$ cat config.mk
export PLATFORM = sky130hd
export DESIGN_NAME = ws2812_frame_reader
export DESIGN_NICKNAME = d
export VERILOG_FILES = /design/src/rtl/ws2812_frame_reader.sv
export SDC_FILE = /design/constraint.sdc
export NUM_CORES = 1
export LEC_CHECK = 0
export BUFFER_PORTS_ARGS = -buffer_cell sky130_fd_sc_hd__buf_2
export CORE_ASPECT_RATIO = 1.75
export CORE_UTILIZATION = 50
export DETAILED_ROUTE_END_ITERATION = 10
export PLACE_DENSITY = 0.74
export SLEW_MARGIN = 20
export SYNTH_ARGS = -nofsm -noshare
export SYNTH_HDL_FRONTEND = slang
export SYNTH_SLANG_ARGS = --single-unit
export TNS_END_PERCENT = 1
$ cat constraint.sdc
create_clock -name clk -period 5.78 [get_ports clk]
set_clock_uncertainty 0.05 [all_clocks]
set_input_delay 0.289 -clock clk [delete_from_list [all_inputs] [get_ports clk]]
set_output_delay 0.289 -clock clk [all_outputs]
set_load 0.01 [all_outputs]
$ cat src/rtl/ws2812_frame_reader.sv
// WS2812 frame reader: walks the colour RAM from address 0 to NLEDS-1 and
// serialises each word MSB first onto a one-wire LED data line, then holds
// the line low for the latch period and pulses done.
// Optional build macro WS2812_GRB_EN: reorders RAM RGB words into strip GRB
// order as each word is loaded into the shift register.
module ws2812_frame_reader #(
    parameter int unsigned AW    = 6,
    parameter int unsigned DW    = 24,
    parameter int unsigned NLEDS = 14,
    parameter int unsigned TBIT  = 62,
    parameter int unsigned T0H   = 20,
    parameter int unsigned T1H   = 40,
    parameter int unsigned TRST  = 3000
) (
    input  logic          clk,
    input  logic          rst_n,
    input  logic          start,
    output logic          ram_rd,
    output logic [AW-1:0] ram_addr,
    input  logic [DW-1:0] ram_data,
    output logic          dout,
    output logic          busy,
    output logic          done
);

    // One counter serves both the bit period and the latch period.
    localparam int unsigned TW = $clog2(TRST > TBIT ? TRST : TBIT) + 1;
    localparam int unsigned BW = $clog2(DW);

    localparam logic [TW-1:0] TBitLast = TW'(TBIT - 1);
    localparam logic [TW-1:0] TRstLast = TW'(TRST - 1);
    localparam logic [AW-1:0] IdxLast  = AW'(NLEDS - 1);

    typedef enum logic [2:0] {
        StIdle,
        StFetch,
        StLoad,
        StSend,
        StLatch,
        StDone
    } state_e;

    state_e        state_q, state_d;
    logic [AW-1:0] idx_q, idx_d;
    logic [DW-1:0] shift_q, shift_d;
    logic [BW-1:0] bit_q, bit_d;
    logic [TW-1:0] tcnt_q, tcnt_d;
    logic [DW-1:0] load_word;
    logic [TW-1:0] hi_len;

    // Colour order conversion applied on load.
    always_comb begin
`ifdef WS2812_GRB_EN
        load_word = {ram_data[15:8], ram_data[23:16], ram_data[7:0]};
`else
        load_word = ram_data;
`endif
    end

    // Next-state logic: fetch/load/send per pixel, then latch and done.
    always_comb begin
        state_d = state_q;
        idx_d   = idx_q;
        shift_d = shift_q;
        bit_d   = bit_q;
        tcnt_d  = tcnt_q;
        unique case (state_q)
            StIdle: begin
                if (start) begin
                    state_d = StFetch;
                end
            end
            StFetch: begin
                state_d = StLoad;
            end
            StLoad: begin
                shift_d = load_word;
                bit_d   = BW'(DW - 1);
                tcnt_d  = '0;
                state_d = StSend;
            end
            StSend: begin
                if (tcnt_q == TBitLast) begin
                    tcnt_d  = '0;
                    shift_d = shift_q << 1;
                    if (bit_q == '0) begin
                        if (idx_q == IdxLast) begin
                            // Address parks at 0 while the latch runs.
                            idx_d   = '0;
                            state_d = StLatch;
                        end else begin
                            idx_d   = idx_q + AW'(1);
                            state_d = StFetch;
                        end
                    end else begin
                        bit_d = bit_q - BW'(1);
                    end
                end else begin
                    tcnt_d = tcnt_q + TW'(1);
                end
            end
            StLatch: begin
                if (tcnt_q == TRstLast) begin
                    tcnt_d  = '0;
                    state_d = StDone;
                end else begin
                    tcnt_d = tcnt_q + TW'(1);
                end
            end
            StDone: begin
                // A held start chains straight into the next frame.
                state_d = start ? StFetch : StIdle;
            end
            default: begin
                state_d = StIdle;
            end
        endcase
    end

    // Outputs decoded from registered state so reset forces dout low at once.
    always_comb begin
        hi_len   = shift_q[DW-1] ? TW'(T1H) : TW'(T0H);
        dout     = 1'b0;
        ram_rd   = 1'b0;
        busy     = 1'b0;
        done     = 1'b0;
        ram_addr = idx_q;
        if (state_q == StSend) begin
            dout = (tcnt_q < hi_len);
        end
        if (state_q == StFetch || state_q == StLoad || state_q == StSend) begin
            ram_rd = 1'b1;
        end
        if (state_q != StIdle) begin
            busy = 1'b1;
        end
        if (state_q == StDone) begin
            done = 1'b1;
        end
    end

    // State registers with asynchronous active-low reset.
    always_ff @(posedge clk or negedge rst_n) begin
        if (!rst_n) begin
            state_q <= StIdle;
            idx_q   <= '0;
            shift_q <= '0;
            bit_q   <= '0;
            tcnt_q  <= '0;
        end else begin
            state_q <= state_d;
            idx_q   <= idx_d;
            shift_q <= shift_d;
            bit_q   <= bit_d;
            tcnt_q  <= tcnt_d;
        end
    end

endmodule

* Word-level counts from Yosys, hierarchy flattened
Index checks and enable logic that the tools add are counted.
Storage, ports and cells: bits in registers 51, input port bits 27, word-level logic and storage cells 54
Operators by class: add/sub/neg operators 3, $lt $le $gt $ge 1, equal/unequal tests 13, muxes and demuxes 21, reductions and logical operators 11
Operator list (count):
- case mux 24 bit (2 select lines) | 1
- case mux 13 bit (3 select lines) | 1
- 2-to-1 mux 13 bit | 2
- 2-to-1 mux 24 bit | 1
- case mux 3 bit (6 select lines) | 1
- 2-to-1 mux 3 bit | 5
- adder 13 x 1 -> 13 bit, second input constant | 1
- equality test 13 x 12 -> 1 bit, second input constant | 1
- equality test 13 x 6 -> 1 bit, second input constant | 1
- less-than comparator 13 x 6 -> 1 bit | 1
- 2-to-1 mux 6 bit | 2
- 2-to-1 mux 5 bit | 2
- inequality test 2 bit, second input constant | 5
- case mux 5 bit (2 select lines) | 1
- adder 6 x 1 -> 6 bit, second input constant | 1
- equality test 3 x 2 -> 1 bit, second input constant | 2
- equality test 3 bit, second input constant | 2
- equality test 6 x 4 -> 1 bit, second input constant | 1
- AND reduction 3 bit | 2
- nonzero test 3 bit | 2
- zero test 5 bit | 1
- 2-to-1 mux 1 bit | 5
- subtractor 5 x 1 -> 5 bit, second input constant | 1
- AND reduction 4 bit | 1
- other kinds (5) | 6

* Logic depth before layout (Yosys ltp)
depth after elaboration 5, depth in mapped cells 9

* Worst setup path before layout
No wires, ideal clock.
path kind flip-flop to output port, start point reg shift_q[23], end point out dout, arrival 1658 ps, path slack 3783 ps, cell stages (with the launch flop) 7, cells stage by stage dfrtp_1 > inv_1 > ha_1 > o21a_1 > o21ai_0 > nand2b_1 > a2111oi_0
Between the ends: cells in the longest elaborated chain, start to end 3
RTL lines:
- start, declared | RTL line 45 | logic [DW-1:0] shift_q, shift_d;
- start signal, assigned | RTL line 153 | shift_q <= shift_d;
- 2-to-1 mux 6 bit | RTL line 122 | hi_len = shift_q[DW-1] ? TW'(T1H) : TW'(T0H);
- less-than comparator 13 x 6 -> 1 bit | RTL line 129 | dout = (tcnt_q < hi_len);
- 2-to-1 mux 1 bit | RTL line 128 | if (state_q == StSend) begin
- end, declared | RTL line 21 | output logic dout,
Every way passes these cells.

* Worst setup path after layout
start point reg state_q[1], end point out dout
Between the ends: cells in the longest elaborated chain, start to end 2
RTL lines:
- start, declared | RTL line 43 | state_e state_q, state_d;
- start signal, assigned | RTL line 145 | state_q <= StIdle;
- start signal, assigned | RTL line 151 | state_q <= state_d;
- equality test 3 x 2 -> 1 bit | RTL line 128
- 2-to-1 mux 1 bit | RTL line 128
Every way passes these cells.

==> run metrics <==
total half-perimeter wirelength after legalization and detailed placement=3830 µm; Critical Path Start Type=flop; Initial Utilization=a little over half; GPL Wtd Cong=approximately 0.85; largest fanout on the critical path=11; routed length per instance=14.0 µm; length in cells of the worst reg-to-reg path=5; # H-tree levels=2; max-slew violation total from the final report=0; number of sinks handled by clock tree synthesis=roughly 50; Netlist Area Pre-Place=about 2800 µm²; type of the setup path with the least slack=flop to output pin; die outline area=just under 6000 µm²; worst-case register-to-register setup slack=3.44 ns; EDFF count, synth=0; peak supply drop=between 200 and 250 µV; first-pass GRT wire length=9140 µm; Synth cell types=between 50 and 60; 1st-iter DRT viols=79; worst slew slack as a fraction of its limit=42.1%; non-filler instance count after layout=379; Syn Nets=approximately 300; remaining number of nets flagged by the antenna check after routing=0; number of instances in the synthesized netlist=around 270; floorplan die width=58.6 µm; total wirelength of the detailed-routed design=~5300 µm; count of antenna diodes in the layout=0; final number of hold-violating endpoints=0; GRT Util Overall=between 20% and 30%; TritonCTS clock tree=yes; TritonCTS buffer count=5; Setup Fix Bufs, Post-CTS=0; setup ws final=3.16 ns; number of warning messages in the yosys log=0; # DRC=0; reg-to-reg endpoint=ram_addr[4]$_DFFE_PN0P_; number of hold buffers added after CTS=0; pin count of the biggest net entering global routing=52; data required time of the critical path=~5.4 ns; floorplan core area=roughly 5300 µm²; maximum number of buffers from clock root to sink=2; vertical die dimension=between 100 and 150 µm; fraction of registers with async set or reset after synthesis=100%; number of port buffers=36; setup repair after global routing missed its margin=false; count of pins on the block boundary=37; overflow left after global routing=0; # Max-Cap Violations=0; total power divided by cell area=about 380 nW/µm²; startpoint of the lowest-slack register-to-register path=state_q[1]$_DFFE_PN0P_; Post-Place Setup Slack=roughly 3.5 ns; initial antenna violation count=0; routed via count=2,054; most common library cell in the layout ignoring fill and taps=sky130_fd_sc_hd__dfrtp_1; fraction of layout cells with a size suffix above 1=21.0%; drt first pass iters=4; Filler Cell Count=511; final setup violating endpoints=0; worst-skew pair later-pin latency=just over 0.3 ns; overall power=between 1 and 1.5 mW; Final TNS setup=0 ns; number of cells upsized or downsized after cts=0; prevailing post-synth register cell=sky130_fd_sc_hd__dfrtp_1; outcome=complete, no violations; highest-count cells in the layout ignoring fill and taps=sky130_fd_sc_hd__dfrtp_1, sky130_fd_sc_hd__buf_2, sky130_fd_sc_hd__nand2_1; final layout net count=339; path category of the worst min-delay check=input port to asynchronous set/reset pin; mean area per synthesized cell=roughly 10 µm²; Max Fclk=382 MHz; sort of element at the end of the critical path=output pin; fraction of the cycle the final worst path needs=a little under half; Root Driver=sky130_fd_sc_hd__clkbuf_8; sequential cell area fraction in the yosys report=between 40% and 50%; static power due to leakage=1.57 nW; area delta synth->final=10.0%; vias in the first global route=roughly 2.1k; synthesis-stage register bit count=51; clock transition at the registers of the reported paths=0.10 ns; final period demand of the worst path=between 2 and 3 ns; number of rows in the core area=35; DP Cell Count=approximately 370; data arrival time of the critical path=around 2.3 ns; Vias per Instance=5.42; slew at the pin with the worst max-slew slack=about 0.87 ns
==> power by group <==
| part | total (mW) | switching, mW | leakage, nW | internal (mW) |
|---|---|---|---|---|
| clock network | 0.212 | 0.125 | 0.0485 | 0.0870 |
| logic | 0.426 | 0.239 | 0.874 | 0.186 |
| registers | 0.536 | 0.0823 | 0.646 | 0.453 |
| total | 1.17 | 0.447 | 1.57 | 0.727 |
==> metal layers <==
layer	wire length, µm	track usage [%]	vias up
met5	0	0	-
met4	80	8.24	0
met3	93	3.21	6
met1	2260	22.6	996
met2	2890	36.3	21
li1	-	-	1031
==> worst max-delay path, stage by stage (launching register included) <==
cell,delay [ns]
sky130_fd_sc_hd__dfrtp_1,0.52
sky130_fd_sc_hd__nor2b_1,0.64
sky130_fd_sc_hd__nand2_4,0.17
sky130_fd_sc_hd__a2111oi_0,0.42
sky130_fd_sc_hd__buf_2,0.22
==> metrics by stage <==
step	util [%]	hold slack (ns)	area, µm²
finish	57.8	0.0256	3090
global route	57.8	0.0809	3090
CTS	57.8	0.0580	3090
detailed placement	56.0	0.395	2990
global placement	56.0	0.389	2990
floorplan	-	-0.0566	2800
==> worst max path at each step <==
stage	cells after the start	start	slack (ns)	end
3_3_place_gp	4	state_q[1]$_DFFE_PN0P_	3.56	dout
5_1_grt	4	state_q[1]$_DFFE_PN0P_	3.03	dout
6_report	4	state_q[1]$_DFFE_PN0P_	3.16	dout
3_5_place_dp	5	state_q[1]$_DFFE_PN0P_	3.50	ram_addr[4]$_DFFE_PN0P_
4_1_cts	4	state_q[1]$_DFFE_PN0P_	3.22	dout
2_1_floorplan	6	shift_q[23]$_DFFE_PN0P_	3.78	dout
==> area by class of cell <==
class / count / area [µm²] / area share (%)
Clock buffer: 5 / 68.8 / 2.23
Tap cell: 74 / 92.6 / 3.00
Clock inverter: 3 / 22.5 / 0.730
Multi-Input combinational cell: 201 / 1400 / 45.5
Timing Repair Buffer: 38 / 195 / 6.33
Sequential cell: 51 / 1280 / 41.4
Inverter: 7 / 26.3 / 0.852
==> state kept, by name (all words and copies together) (netlist names) <==
register / count
shift_q: 24
tcnt_q: 13
ram_addr: 6
bit_q: 5
state_q: 3
==> cell families after synthesis <==
group	synth area share, %
AOI/OAI and AO/OA	12.6
xor gates and xnor gates	3.12
and+or+nand+nor	20.7
DFF	45.5
muxes	9.95
adders and majority gates	3.57
buffers and inverters	4.55
==> synthesized netlist by cell type (3+ instances only) <==
cell | number | area share (%)
sky130_fd_sc_hd__dfrtp_1 | 51 | 46
sky130_fd_sc_hd__nand2_1 | 32 | 4.3
sky130_fd_sc_hd__mux2i_1 | 23 | 8.2
sky130_fd_sc_hd__nor2_1 | 21 | 2.8
sky130_fd_sc_hd__o21ai_0 | 18 | 3.2
sky130_fd_sc_hd__o21ai_1 | 9 | 1.6
sky130_fd_sc_hd__a21oi_1 | 8 | 1.4
sky130_fd_sc_hd__ha_1 | 8 | 3.6
sky130_fd_sc_hd__inv_1 | 7 | 0.94
sky130_fd_sc_hd__nand3_1 | 6 | 1.1
sky130_fd_sc_hd__xor2_1 | 6 | 1.9
sky130_fd_sc_hd__and3_1 | 5 | 1.1
sky130_fd_sc_hd__nand3b_1 | 5 | 1.3
sky130_fd_sc_hd__nand4_1 | 5 | 1.1
sky130_fd_sc_hd__a31oi_1 | 4 | 0.89
sky130_fd_sc_hd__buf_6 | 4 | 1.6
sky130_fd_sc_hd__xnor2_1 | 4 | 1.2
sky130_fd_sc_hd__buf_2 | 3 | 0.54
sky130_fd_sc_hd__o21a_1 | 3 | 0.80
sky130_fd_sc_hd__or3_1 | 3 | 0.67
Note: power is estimated with default switching activity, not from simulation.
